**config.mk**
```make
export PLATFORM = sky130hd
export DESIGN_NAME = lwir_ul0304_emulator
export DESIGN_NICKNAME = d
export VERILOG_FILES = /design/src/rtl/lwir_pkg.sv /design/src/rtl/lwir_pattern_gen.sv /design/src/rtl/lwir_ul0304_emulator.sv
export SDC_FILE = /design/constraint.sdc
export NUM_CORES = 1
export LEC_CHECK = 0
export ABC_AREA = 1
export BUFFER_PORTS_ARGS = -buffer_cell sky130_fd_sc_hd__buf_2
export CORE_MARGIN = 5
export CORE_UTILIZATION = 24
export CTS_CLUSTER_DIAMETER = 150
export DETAILED_ROUTE_END_ITERATION = 8
export PLACE_DENSITY_LB_ADDON = 0.1
export SLEW_MARGIN = 0
export SYNTH_ARGS = -nofsm -noshare
export SYNTH_HDL_FRONTEND = slang
export SYNTH_SLANG_ARGS = --single-unit
```
**constraint.sdc**
```tcl
create_clock -name clk -period 2.3 [get_ports clk]
set_clock_uncertainty 0.2 [all_clocks]
set_input_delay 0.115 -clock clk [delete_from_list [all_inputs] [get_ports clk]]
set_output_delay 0.115 -clock clk [all_outputs]
set_load 0.03 [all_outputs]
```
**src/rtl/lwir_pkg.sv**
```systemverilog
// Shared UL0304 definitions: sensor geometry, pattern selector and emulator FSM states.
package lwir_pkg;

  localparam int unsigned UL0304_COLS = 384;
  localparam int unsigned UL0304_ROWS = 288;

  typedef enum logic [1:0] {PAT_RAMP, PAT_FRAME, PAT_CHECK, PAT_LFSR} pattern_e;

  typedef enum logic [1:0] {IDLE, WAIT_L, LINE} state_e;

  // x^8+x^6+x^5+x^4+1, shifting left with the feedback bit entering at bit 0
  function automatic logic [7:0] lfsr8_next(input logic [7:0] q);
    return {q[6:0], q[7] ^ q[5] ^ q[4] ^ q[3]};
  endfunction

endpackage

```
**src/rtl/lwir_pattern_gen.sv**
```systemverilog
// Test-pattern source for the UL0304 emulator: combinational pixel function plus the LFSR state.
module lwir_pattern_gen
  import lwir_pkg::*;
#(
  parameter int unsigned DATA_W = 8,
  parameter int unsigned ROW_W  = 9,
  parameter int unsigned COL_W  = 9,
  parameter logic [7:0]  SEED   = 8'hA5
) (
  input  logic              clk,
  input  logic              reset,
  input  pattern_e          sel,
  input  logic [ROW_W-1:0]  row,
  input  logic [COL_W-1:0]  col,
  input  logic [DATA_W-1:0] frame_cnt,
  input  logic              step,
  input  logic              load,
  output logic [DATA_W-1:0] pix
);

  logic [7:0] lfsr_q;
  logic [7:0] lfsr_nx;

  always_ff @(posedge clk or posedge reset) begin
    if (reset) begin
      lfsr_q <= SEED;
    end else if (load) begin
      lfsr_q <= SEED;
    end else if (step) begin
      lfsr_q <= lfsr_nx;
    end
  end

  // The pixel emitted on a strobe is the post-step LFSR value, so the first pixel is one step past SEED
  always_comb begin
    lfsr_nx = lfsr8_next(lfsr_q);
    pix     = '0;
    unique case (sel)
      PAT_RAMP:  pix = DATA_W'(row) + DATA_W'(col);
      PAT_FRAME: pix = frame_cnt;
      PAT_CHECK: pix = (col[3] ^ row[3]) ? '1 : '0;
      PAT_LFSR:  pix = DATA_W'(lfsr_nx);
    endcase
  end

endmodule

```
**src/rtl/lwir_ul0304_emulator.sv**
```systemverilog
// UL0304 LWIR sensor emulator: follows syt/syl/syp timing from the capture path and
// returns deterministic test-pattern pixels on datain, flagging timing violations.
module lwir_ul0304_emulator
  import lwir_pkg::*;
#(
  parameter int unsigned COLS   = UL0304_COLS,
  parameter int unsigned ROWS   = UL0304_ROWS,
  parameter int unsigned DATA_W = 8,
  parameter logic [7:0]  SEED   = 8'hA5
) (
  input  logic              clk,
  input  logic              reset,
  input  logic              enable,
  input  logic [1:0]        pattern_sel,
  input  logic              syt,
  input  logic              syl,
  input  logic              syp,
  output logic [DATA_W-1:0] datain,
  output logic [15:0]       frame_cnt,
  output logic              err_resync,
  output logic              err_short,
  output logic              err_overrun,
  input  logic              err_clr
);

  localparam int unsigned COL_W = ($clog2(COLS + 1) < 4) ? 4 : $clog2(COLS + 1);
  localparam int unsigned ROW_W = ($clog2(ROWS + 1) < 4) ? 4 : $clog2(ROWS + 1);
  localparam logic [COL_W-1:0] COL_FULL = COL_W'(COLS);
  localparam logic [COL_W-1:0] COL_END  = COL_W'(COLS - 1);
  localparam logic [ROW_W-1:0] ROW_END  = ROW_W'(ROWS - 1);

  state_e           state;
  pattern_e         sel_q;
  logic [COL_W-1:0] col;
  logic [ROW_W-1:0] row;
  logic             syt_q, syl_q, syp_q;
  logic             syt_p, syl_p, syp_p;
  logic             syt_rise, syl_rise, syp_rise;
  logic             set_resync, set_short, set_overrun;
  logic             gen_step, gen_load;
  logic [DATA_W-1:0] pix;

  always_comb begin
    syt_rise    = syt_q & ~syt_p;
    syl_rise    = syl_q & ~syl_p;
    syp_rise    = syp_q & ~syp_p;
    set_resync  = enable && syt_rise && (state != IDLE);
    set_short   = enable && !syt_rise && (state == LINE) && syl_rise && (col != COL_FULL);
    set_overrun = enable && !syt_rise && (state == WAIT_L) && !syl_rise && syp_rise
                  && (col == COL_FULL);
    gen_load    = enable && syt_rise;
    gen_step    = enable && !syt_rise && (state == LINE) && !syl_rise && syp_rise;
  end

  lwir_pattern_gen #(
    .DATA_W (DATA_W),
    .ROW_W  (ROW_W),
    .COL_W  (COL_W),
    .SEED   (SEED)
  ) u_pattern_gen (
    .clk       (clk),
    .reset     (reset),
    .sel       (sel_q),
    .row       (row),
    .col       (col),
    .frame_cnt (frame_cnt[DATA_W-1:0]),
    .step      (gen_step),
    .load      (gen_load),
    .pix       (pix)
  );

  always_ff @(posedge clk or posedge reset) begin
    if (reset) begin
      state       <= IDLE;
      sel_q       <= PAT_RAMP;
      col         <= '0;
      row         <= '0;
      datain      <= '0;
      frame_cnt   <= '0;
      err_resync  <= 1'b0;
      err_short   <= 1'b0;
      err_overrun <= 1'b0;
      syt_q       <= 1'b0;
      syl_q       <= 1'b0;
      syp_q       <= 1'b0;
      syt_p       <= 1'b0;
      syl_p       <= 1'b0;
      syp_p       <= 1'b0;
    end else begin
      syt_q <= syt;
      syl_q <= syl;
      syp_q <= syp;
      syt_p <= syt_q;
      syl_p <= syl_q;
      syp_p <= syp_q;

      // A new error in the same cycle as err_clr leaves the flag set
      err_resync  <= set_resync  | (err_resync  & ~err_clr);
      err_short   <= set_short   | (err_short   & ~err_clr);
      err_overrun <= set_overrun | (err_overrun & ~err_clr);

      if (!enable) begin
        state  <= IDLE;
        datain <= '0;
        col    <= '0;
        row    <= '0;
      end else if (syt_rise) begin
        // Frame (re)start; a coincident syl rise opens line 0 immediately
        sel_q <= pattern_e'(pattern_sel);
        row   <= '0;
        col   <= '0;
        state <= syl_rise ? LINE : WAIT_L;
      end else begin
        unique case (state)
          IDLE: ;
          WAIT_L: begin
            if (syl_rise) begin
              col   <= '0;
              state <= LINE;
            end else if (syp_rise && (col == COL_FULL)) begin
              datain <= '0;
            end
          end
          LINE: begin
            if (syl_rise) begin
              col <= '0;
              if (row == ROW_END) begin
                row       <= '0;
                frame_cnt <= frame_cnt + 16'd1;
                state     <= IDLE;
              end else begin
                row <= row + 1'b1;
              end
            end else if (syp_rise) begin
              datain <= pix;
              if (col == COL_END) begin
                col <= COL_FULL;
                if (row == ROW_END) begin
                  row       <= '0;
                  frame_cnt <= frame_cnt + 16'd1;
                  state     <= IDLE;
                end else begin
                  row   <= row + 1'b1;
                  state <= WAIT_L;
                end
              end else begin
                col <= col + 1'b1;
              end
            end
          end
          default: state <= IDLE;
        endcase
      end
    end
  end

endmodule

```
==> results.sh <==
export IMPL_outcome="finished, final reports clean"
export IMPL_synthSimpleGateAreaFrac_pct=38.0
export IMPL_ys_seq_area_share_pct=37.8
export IMPL_syn2layout_area_growth_pct=20.5
export IMPL_cts_sink_count=63
export IMPL_slew_headroom_pct=72.9
export IMPL_synth_area_top_cells="dfrtp_1 35%, nand2_1 17%, inv_1 6.9%"
export IMPL_dr_first_iter_drc_count=219
export IMPL_setup_tns_ns=0
export IMPL_dp_cells=847
export IMPL_cp_required_ns=2.31
export IMPL_synth_top_family_by_area="simple AND/OR/NAND/NOR gates"
export IMPL_core_sq_um=17200
export IMPL_viasPerCell=4.38
export IMPL_die_area_sq_um=20200
export IMPL_synth_xor_area_share_pct=2.93
export IMPL_cp_data_arrival_time_ns=2.12
export IMPL_synth_async_reset_ratio_pct=100
export IMPL_powerDensity_nw_per_um2=588
export IMPL_grt_usage_pct=12.5
export IMPL_num_rows=48
export IMPL_fp_dieW_um=142
export IMPL_fin_crit_sh_pct=91.4
export IMPL_cts_tree="yes"
export IMPL_startpoint_type="flop"
export IMPL_setup_violations=0
export IMPL_routed_wl_um=12000
export IMPL_max_freq_ghz=0.476
export IMPL_via_count=3818
export IMPL_clk_latency_ns=0.34
export IMPL_cts_made_buffers=9
export IMPL_dp_hpwl_um=9040
export IMPL_cts_buffer_depth=2
export IMPL_synth_cell_type_count=35
export IMPL_clockRootBuffer="clkbuf_16"
export IMPL_wl_per_cell_um=13.7
export IMPL_nets=666
export IMPL_synthMuxAreaShare_pct=0
export IMPL_synth_adder_area_share_pct=4.96
export IMPL_syn_area_per_cell_sq_um=7.14
export IMPL_dominantRegCellSynth="dfrtp_1"
export IMPL_die_h_um=142
export IMPL_max_slew_worst_pin_slew_ns=0.407
export IMPL_place_congestion=0.807
export IMPL_drive_above_1_share_pct=16.9
export IMPL_end_kind="flop"
export IMPL_criticalPathCategory="reg -> reg"
export IMPL_drcViolationCount=0
export IMPL_io_buffers=35
export IMPL_rsz0062_at_grt="no"
export IMPL_final_common_cell="nand2_1"
export IMPL_cts_max_level=3
export IMPL_io_pins=36
export IMPL_synth_cells=587
export IMPL_p_leak_nw=2.54
export IMPL_grt_pass1_wl_um=19800
export IMPL_num_antenna_cells=0
export IMPL_crit_fanout=8
export IMPL_fin_crit_ns=2.10
export IMPL_grt_max_degree=64
export IMPL_hold_violations=0
export IMPL_synth_top_cell_by_area="dfrtp_1"
export IMPL_grt_pass1_vias=3795
export IMPL_finalMaxSlewViolations=0
export IMPL_register_area_sq_um=1580
export IMPL_drt_pass1_iterations=4
export IMPL_syn_nets=612
export IMPL_antenna_found_initial=0
export IMPL_irDropWorstVdd_uv=327
export IMPL_synth_top_area_share_pct=35.2
export IMPL_ys_ff_latch=63
export IMPL_layout_cells_non_filler=871
export IMPL_worstHoldPathType="in -> async"
export IMPL_ant_nets=0
export IMPL_grt_ovfl_total=0
export IMPL_synth_compound_area_share_pct=7.32
export IMPL_start_util_pct=24.3
export IMPL_synth_edf_count=0
export IMPL_multi_input_area_sq_um=2240
export IMPL_fill_cells=1902
export IMPL_clk_pin_slew_ns=0.05
export IMPL_drv_cap=0
export IMPL_ys_warn_count=0
export IMPL_layout_common_cells="190 x nand2_1, 76 x inv_1, 59 x nor2_1, 59 x dfrtp_1, 43 x nand3_1"
export IMPL_syn_area_sq_um=4190
## state kept, by name, indices dropped and copies added (netlist names)
register and cells:
frame_cnt 16, col 9, row 9, datain 8, u_pattern_gen.lfsr_q 8, sel_q 2
state 2, err_overrun 1, err_resync 1, err_short 1, syl_p 1, syl_q 1
syp_p 1, syp_q 1, syt_p 1, syt_q 1
## cell type report
class | count | area share [%]
Inverter | 83 | 6.17
Clock buffer | 11 | 4.81
Clock inverter | 5 | 1.14
Multi-Input combinational cell | 432 | 44.3
Timing Repair Buffer | 52 | 6.65
Sequential cell | 63 | 31.3
Tap cell | 225 | 5.58
## final timing paths
kind,end,slack (ns),depth (start not counted),startpoint
max in group asynchronous,u_pattern_gen.lfsr_q[2]$_DFFE_PP1P_,1.34,4,reset
hold reg to reg,syp_p$_DFF_PP0_,0.17,0,syp_q$_DFF_PP0_
setup reg to reg,u_pattern_gen.lfsr_q[4]$_DFFE_PP0P_,0.20,11,state[0]$_DFFE_PP0P_
min in group clk,syp_p$_DFF_PP0_,0.17,0,syp_q$_DFF_PP0_
setup / recovery,u_pattern_gen.lfsr_q[4]$_DFFE_PP0P_,0.20,11,state[0]$_DFFE_PP0P_
hold / removal,frame_cnt[12]$_DFFE_PP0P_,0.16,4,reset
## repair_timing
action,4_1_cts,5_1_grt
hold endpoints to repair,72,0
buffers inserted,0,0
hold buffers,8,0
endpoints found under the setup margin,0,3
resized for setup,0,3
## synthesized netlist by cell type, drive strengths merged, types with 2 or more instances
master and count:
inv 83, o211ai 2, xnor2 7, a21oi 15, nor2 69, nand2 203, or2 2, buf 8
o22ai 5, dfstp 4, nand4 22, dfrtp 59, xor2 7, nand3 47, nor3 4, ha 15
o21ai 31
## power by group
group          switching (mW)  internal, mW  total [mW]
logic                   0.262         0.127       0.389
clock network           0.531         0.866        1.40
registers              0.0296          1.15        1.18
total                   0.822          2.14        2.97
## stage by stage
step	worst slack (ns)	area (sq um)	power [mW]	hold WS [ns]	utilization [%]
after floorplan	0.405	4190	1.46	-0.0536	-
after global placement	0.155	4660	1.58	0.0232	27.0
after detailed placement	0.146	4660	1.58	0.0239	27.0
after CTS	0.133	5040	3.02	0.178	29.2
after global routing	0.0221	5050	3.13	0.185	29.3
final	0.197	5050	2.97	0.163	29.3
## critical path: stages (launching register included)
cell     delay, ns
dfrtp_1       0.40
inv_1         0.10
ha_2          0.24
nand2_2       0.10
inv_2         0.10
nand2_2       0.08
nor2_4        0.17
nand2_2       0.18
nand2_2       0.16
inv_1         0.10
nand2_1       0.06
o21ai_0       0.08
## logic make-up after synthesis
logic type,Yosys count
simple gates,348
buf+inv,92
flops,63
compound gates,54
fa+ha+maj,16
xor+xnor,14
## layer usage
layer / wire (um) / up-vias / track usage, %
met5: 0 / - / 0
met4: 161 / 0 / 3.69
met3: 406 / 14 / 2.82
met2: 5340 / 52 / 19.3
met1: 6060 / 1778 / 17.4
li1: - / 1974 / -
Power figures use the tool's default switching activity.
